--- config.mk ---
export PLATFORM = sky130hd
export DESIGN_NAME = fpu_issue
export DESIGN_NICKNAME = d
export VERILOG_FILES = /design/src/rtl/fpu_pkg.sv /design/src/rtl/wb_slot_sched.sv /design/src/rtl/fpu_issue.sv
export SDC_FILE = /design/constraint.sdc
export NUM_CORES = 1
export LEC_CHECK = 0
export CAP_MARGIN = 20
export CORE_UTILIZATION = 47
export CTS_CLUSTER_DIAMETER = 150
export DETAILED_ROUTE_END_ITERATION = 7
export PLACE_DENSITY = 0.8
export SLEW_MARGIN = 20
export SYNTH_ARGS = -nofsm -noshare
export SYNTH_HDL_FRONTEND = slang
export SYNTH_HIERARCHICAL = 1
export SYNTH_SLANG_ARGS = --single-unit
export TNS_END_PERCENT = 30
--- constraint.sdc ---
create_clock -name clk -period 4.2 [get_ports clk]
set_clock_uncertainty 0.1 [all_clocks]
set_input_delay 0.84 -clock clk [delete_from_list [all_inputs] [get_ports clk]]
set_output_delay 0.84 -clock clk [all_outputs]
set_load 0.1 [all_outputs]
--- src/rtl/fpu_pkg.sv ---
// fpu_pkg: shared encodings for the FPU issue slice.
// Unit classes, function codes, default latencies, slot layout.
package fpu_pkg;

  typedef enum logic [1:0] {
    CLS_CMP = 2'd0,
    CLS_ADD = 2'd1,
    CLS_MUL = 2'd2,
    CLS_DIV = 2'd3
  } fpu_cls_e;

  localparam logic [2:0] FN_CMP_ISNEG  = 3'd0;
  localparam logic [2:0] FN_CMP_ISZERO = 3'd1;
  localparam logic [2:0] FN_ADD_ADD    = 3'd0;
  localparam logic [2:0] FN_ADD_SUB    = 3'd1;

  localparam int LAT_CMP_D = 1;
  localparam int LAT_ADD_D = 3;
  localparam int LAT_MUL_D = 2;
  localparam int LAT_DIV_D = 8;

  localparam int RD_W = 6;

  typedef struct packed {
    logic            v;
    fpu_cls_e        cls;
    logic [RD_W-1:0] rd;
  } slot_t;

  function automatic int max4(
    input int a,
    input int b,
    input int c,
    input int d
  );
    int m;
    m = a;
    if (b > m) m = b;
    if (c > m) m = c;
    if (d > m) m = d;
    return m;
  endfunction

endpackage

--- src/rtl/wb_slot_sched.sv ---
// wb_slot_sched: writeback-slot reservation shift register.
// slot[k] completes k+1 cycles from now; wb_* registered from slot[1].
module wb_slot_sched
  import fpu_pkg::*;
#(
  parameter int MAXLAT = 8,
  parameter int LW     = 4
) (
  input  logic            clk,
  input  logic            reset,
  input  logic [LW-1:0]   i_qlat,
  output logic            o_free,
  input  logic            i_wr,
  input  logic [LW-1:0]   i_wlat,
  input  slot_t           i_went,
  output logic            o_wb_valid,
  output logic [1:0]      o_wb_class,
  output logic [RD_W-1:0] o_wb_rd
);

  slot_t r_slot [1:MAXLAT];
  slot_t w_nxt  [1:MAXLAT];
  slot_t r_wb;
  logic  w_free;

  // free query: the slot that lands at position qlat after this shift
  always_comb begin
    w_free = 1'b1;
    for (int k = 1; k < MAXLAT; k++) begin
      if (i_qlat == LW'(k) && r_slot[k+1].v)
        w_free = 1'b0;
    end
  end

  // next slot image: shift down by one, then drop in the new reservation
  always_comb begin
    for (int k = 1; k < MAXLAT; k++)
      w_nxt[k] = r_slot[k+1];
    w_nxt[MAXLAT] = '0;
    for (int k = 1; k <= MAXLAT; k++) begin
      if (i_wr && i_wlat == LW'(k))
        w_nxt[k] = i_went;
    end
  end

  // slot register and writeback tag register
  always_ff @(posedge clk) begin
    if (!reset) begin
      for (int k = 1; k <= MAXLAT; k++)
        r_slot[k] <= '0;
      r_wb <= '0;
    end else begin
      for (int k = 1; k <= MAXLAT; k++)
        r_slot[k] <= w_nxt[k];
      r_wb <= r_slot[1];
    end
  end

  assign o_free     = w_free;
  assign o_wb_valid = r_wb.v;
  assign o_wb_class = r_wb.cls;
  assign o_wb_rd    = r_wb.rd;

endmodule

--- src/rtl/fpu_issue.sv ---
// fpu_issue: in-order issue into CMP/ADD/MUL/DIV units.
// Reserves a unique writeback cycle per instruction.
module fpu_issue
  import fpu_pkg::*;
#(
  parameter int LAT_CMP = LAT_CMP_D,
  parameter int LAT_ADD = LAT_ADD_D,
  parameter int LAT_MUL = LAT_MUL_D,
  parameter int LAT_DIV = LAT_DIV_D
) (
  input  logic            clk,
  input  logic            reset,
  input  logic            in_valid,
  output logic            in_ready,
  input  logic [1:0]      in_class,
  input  logic [2:0]      in_fn,
  input  logic [RD_W-1:0] in_rd,
  input  logic [31:0]     in_op1,
  input  logic [31:0]     in_op2,
  output logic [3:0]      iss_start,
  output logic [2:0]      iss_fn,
  output logic [31:0]     iss_op1,
  output logic [31:0]     iss_op2,
  output logic            wb_valid,
  output logic [1:0]      wb_class,
  output logic [RD_W-1:0] wb_rd
);

  localparam int MAXLAT =
    max4(LAT_CMP, LAT_ADD, LAT_MUL, LAT_DIV);
  localparam int LW = $clog2(MAXLAT + 1);
  localparam int DW = $clog2(LAT_DIV + 1);

  logic [LW-1:0] w_lat;
  logic [3:0]    w_onehot;
  logic          w_free;
  logic          w_is_div;
  logic          w_div_ok;
  logic          w_acc;
  slot_t         w_ent;

  logic [3:0]    r_start;
  logic [2:0]    r_fn;
  logic [31:0]   r_op1;
  logic [31:0]   r_op2;
  logic [DW-1:0] r_div_busy;

  // latency and start-line decode for the offered class
  always_comb begin
    w_lat    = LW'(LAT_CMP);
    w_onehot = 4'b0001;
    unique case (1'b1)
      (in_class == CLS_CMP): begin
        w_lat    = LW'(LAT_CMP);
        w_onehot = 4'b0001;
      end
      (in_class == CLS_ADD): begin
        w_lat    = LW'(LAT_ADD);
        w_onehot = 4'b0010;
      end
      (in_class == CLS_MUL): begin
        w_lat    = LW'(LAT_MUL);
        w_onehot = 4'b0100;
      end
      (in_class == CLS_DIV): begin
        w_lat    = LW'(LAT_DIV);
        w_onehot = 4'b1000;
      end
    endcase
  end

  assign w_is_div = (in_class == CLS_DIV);
  assign w_div_ok = (r_div_busy == '0);
  assign in_ready = w_free & ~(w_is_div & ~w_div_ok);
  assign w_acc    = in_valid & in_ready;

  assign w_ent = '{
    v:   1'b1,
    cls: fpu_cls_e'(in_class),
    rd:  in_rd
  };

  wb_slot_sched #(
    .MAXLAT (MAXLAT),
    .LW     (LW)
  ) u_sched (
    .clk        (clk),
    .reset      (reset),
    .i_qlat     (w_lat),
    .o_free     (w_free),
    .i_wr       (w_acc),
    .i_wlat     (w_lat),
    .i_went     (w_ent),
    .o_wb_valid (wb_valid),
    .o_wb_class (wb_class),
    .o_wb_rd    (wb_rd)
  );

  // start pulse and operand capture on accept
  always_ff @(posedge clk) begin
    if (!reset) begin
      r_start <= '0;
      r_fn    <= '0;
      r_op1   <= '0;
      r_op2   <= '0;
    end else if (w_acc) begin
      r_start <= w_onehot;
      r_fn    <= in_fn;
      r_op1   <= in_op1;
      r_op2   <= in_op2;
    end else begin
      r_start <= '0;
    end
  end

  // divider occupancy countdown; fdiv is not pipelined
  always_ff @(posedge clk) begin
    if (!reset)
      r_div_busy <= '0;
    else if (w_acc && w_is_div)
      r_div_busy <= DW'(LAT_DIV);
    else if (!w_div_ok)
      r_div_busy <= r_div_busy - DW'(1);
  end

  assign iss_start = r_start;
  assign iss_fn    = r_fn;
  assign iss_op1   = r_op1;
  assign iss_op2   = r_op2;

endmodule

==> run summary <==
GP Congestion: 0.806
Commonest cells in the netlist: dfxtp_1, nand2_1, mux2i_1, a22o_1, a22o_2
Crit end category: output pin
Post_cts resized: 0
Min-delay src: u_sched/r_slot[1][3]
RSZ-0062 raised after global routing: false
CORE AREA: 11000 um2
Drt via density: 5.06
Initial antenna violation count: 0
Min Clock Period, post-route: 4.04 ns
Worst slew pin tran: 1.61 ns
Routed wire length: 12.3 mm
GRT Residual Overflow: 0
Layout cells sized above 1: 0.121
Number of buffers created by CTS: 17
DRC violations left: 0
Wire length per cell: 15.8 um
Drt pass-1 iters: 4
Worst Setup Start Kind: input pin
Clk pin slew, worst setup/hold paths: 0.06 ns
CP arrival: 3.10 ns
Synth cell types: 39
Root Driver: clkbuf_16
Relative slew slack: -0.0759
Worst VDD drop: 457 uV
Clock sinks: 156
Final Non-Filler Cells: 778
Critical Path Fanout Max: 5
Detailed Place HPWL: 8.43 mm
Hold Buf Count CTS: 0
Die X-Extent: 109 um
EDFF count, synth: 0
Req. time, crit path: 3.26 ns
N_diodes: 0
Dominant cells by area after synthesis: dfxtp_1, mux2i_1, a22o_1, nand2_1, a22o_2
Inst Count DP: 748
Final instance area: 7660 um2
Slew Limit Fails: 20
Syn_area_per_cell: 11.6 um2
Largest net degree at the start of global routing: 82
Post-route ant nets: 0
Fmax: 248 MHz
Outcome: complete, but fails checks
CTS H-tree depth: 4
R2R cell count: 8
Tot GR Track Use: 0.216
Syn Std Cell Area: 5390 um2
Final Cycle Share: 0.961
Final nets: 711
Failing checks: slew limit
Share of the synthesized area in the top cell type: 0.579
FP Rows: 38
Vias in the first global route: 3832
Die footprint: 11900 um2
Reg-to-Reg End: u_sched/r_slot[3][1]
Leak: 3.10 nW
Post-CTS Setup Inserts: 0
Largest area contributor in the netlist: dfxtp_1
Hold Path End: u_sched/o_wb_rd[3]
Dpl ws: 0.124 ns
Initial Util: 0.491
Max Cap Viol: 0
#FFs+latches synth: 156
Main synth FF type: dfxtp_1
Chip height: 109 um
Setup CP Type: in -> out
Initial DRC count: 269
R2R Path Start: r_div_busy[0]
Vias: 3937
Clk Latency, worst-skew pair: 0.41 ns
Final Hold Viols: 0
Seq/Total Area, Yosys: 0.579
Syn Inst Count: 463
P&R area growth vs syn: 42.1%
TritonCTS clock tree: built
Flop-to-flop setup slack: 1.69 ns
Dpl cell area: 7120 um2
# fillers: 791
Synth warn: 6
Pwr dens: 548 nW/um2
Clk buf depth: 2
Final-report setup violation count: 0
Ys async rst share: 0
Most common cell in the synthesized netlist: dfxtp_1
First-pass GRT wire length: 19.4 mm
Final worst slack: 0.164 ns
Setup tns final: 0 ns
Min-delay worst type: reg -> reg
PortBufs: 158
Top-level I/O count: 159
Hold path cells: 1
Final hold slack: 0.330 ns
final cells by class:
| type | instances | area [um2] | share of cell area |
|---|---|---|---|
| Sequential cell | 156 | 3120 | 0.408 |
| Multi-Input combinational cell | 276 | 2090 | 0.272 |
| Timing Repair Buffer | 169 | 1710 | 0.223 |
| Clock buffer | 20 | 447 | 0.0583 |
| Tap cell | 140 | 175 | 0.0229 |
| Clock inverter | 10 | 95.1 | 0.0124 |
| Inverter | 7 | 26.3 | 0.00343 |
flip-flops by register name, indices dropped and copies added, names as in the netlist:
register and flops:
u_sched/o_wb_rd 6, u_sched/r_slot 72, u_sched/o_wb_valid 1, iss_fn 3, r_div_busy 4, iss_start 4
iss_op1 32, iss_op2 32, u_sched/o_wb_class 2
metrics by stage:
| stage | power, mW | util |
|---|---|---|
| 2_1_floorplan | 2.53 | - |
| 3_3_place_gp | 2.79 | 0.648 |
| 3_5_place_dp | 2.82 | 0.648 |
| 4_1_cts | 4.22 | 0.697 |
| 5_1_grt | 4.36 | 0.697 |
| 6_report | 4.20 | 0.697 |
where the power goes:
group	internal, mW	switching (mW)
Sequential	1.59	0.0630
Clock	0.823	0.577
Combinational	0.344	0.804
how the worst max path moves through the flow:
stage,from,endpoint,cells after the start
3_5_place_dp,in_class[1],u_sched/r_slot[3][4],13
4_1_cts,in_class[1],in_ready,9
2_1_floorplan,in_class[1],in_ready,7
3_3_place_gp,in_class[1],in_ready,9
6_report,in_class[1],in_ready,9
5_1_grt,in_class[1],in_ready,9
critical path: stages:
cell and delay [ns]:
clkdlybuf4s50_1 0.55, inv_1 0.09, ha_1 0.20, or2_2 0.33, mux4_2 0.43, inv_1 0.07, a221o_1 0.17, a21boi_2 0.21
buf_12 0.19
metal layers:
layer / share of wire / up-vias / GRT usage
met5: 0 / - / 0
li1: - / 1935 / -
met2: 0.51 / 115 / 0.370
met1: 0.41 / 1868 / 0.246
met4: 0.020 / 0 / 0.100
met3: 0.062 / 19 / 0.0658
placed cells by master, fill, tap and decap left out, types with 2 or more instances in the layout:
| cell type | Yosys | final |
|---|---|---|
| clkbuf_1 | 11 | 2 |
| nor2_1 | 3 | 3 |
| clkinv_2 | 0 | 2 |
| mux2i_1 | 63 | 63 |
| inv_1 | 7 | 7 |
| and2_1 | 22 | 22 |
| clkinvlp_4 | 0 | 5 |
| nor3b_1 | 4 | 4 |
| a22o_2 | 27 | 27 |
| nand3b_1 | 2 | 2 |
| nand2_1 | 76 | 76 |
| conb_1 | 2 | 8 |
| a31oi_1 | 2 | 2 |
| a22o_1 | 40 | 40 |
| clkdlybuf4s50_1 | 0 | 156 |
| nor3_1 | 3 | 3 |
| clkbuf_16 | 0 | 17 |
| ha_1 | 6 | 6 |
| buf_12 | 0 | 4 |
| dfxtp_1 | 156 | 156 |
| buf_4 | 2 | 8 |
cells by family after synthesis:
group | after synthesis | share of synthesized area
other | 2 | 0.00139
buffers and inverters | 37 | 0.0420
DFF | 156 | 0.579
and+or+nand+nor | 117 | 0.104
adders and majority gates | 6 | 0.0139
muxes | 65 | 0.123
AOI/OAI and AO/OA | 79 | 0.134
xor gates and xnor gates | 1 | 0.00163
(Power assumes the default switching activity.)
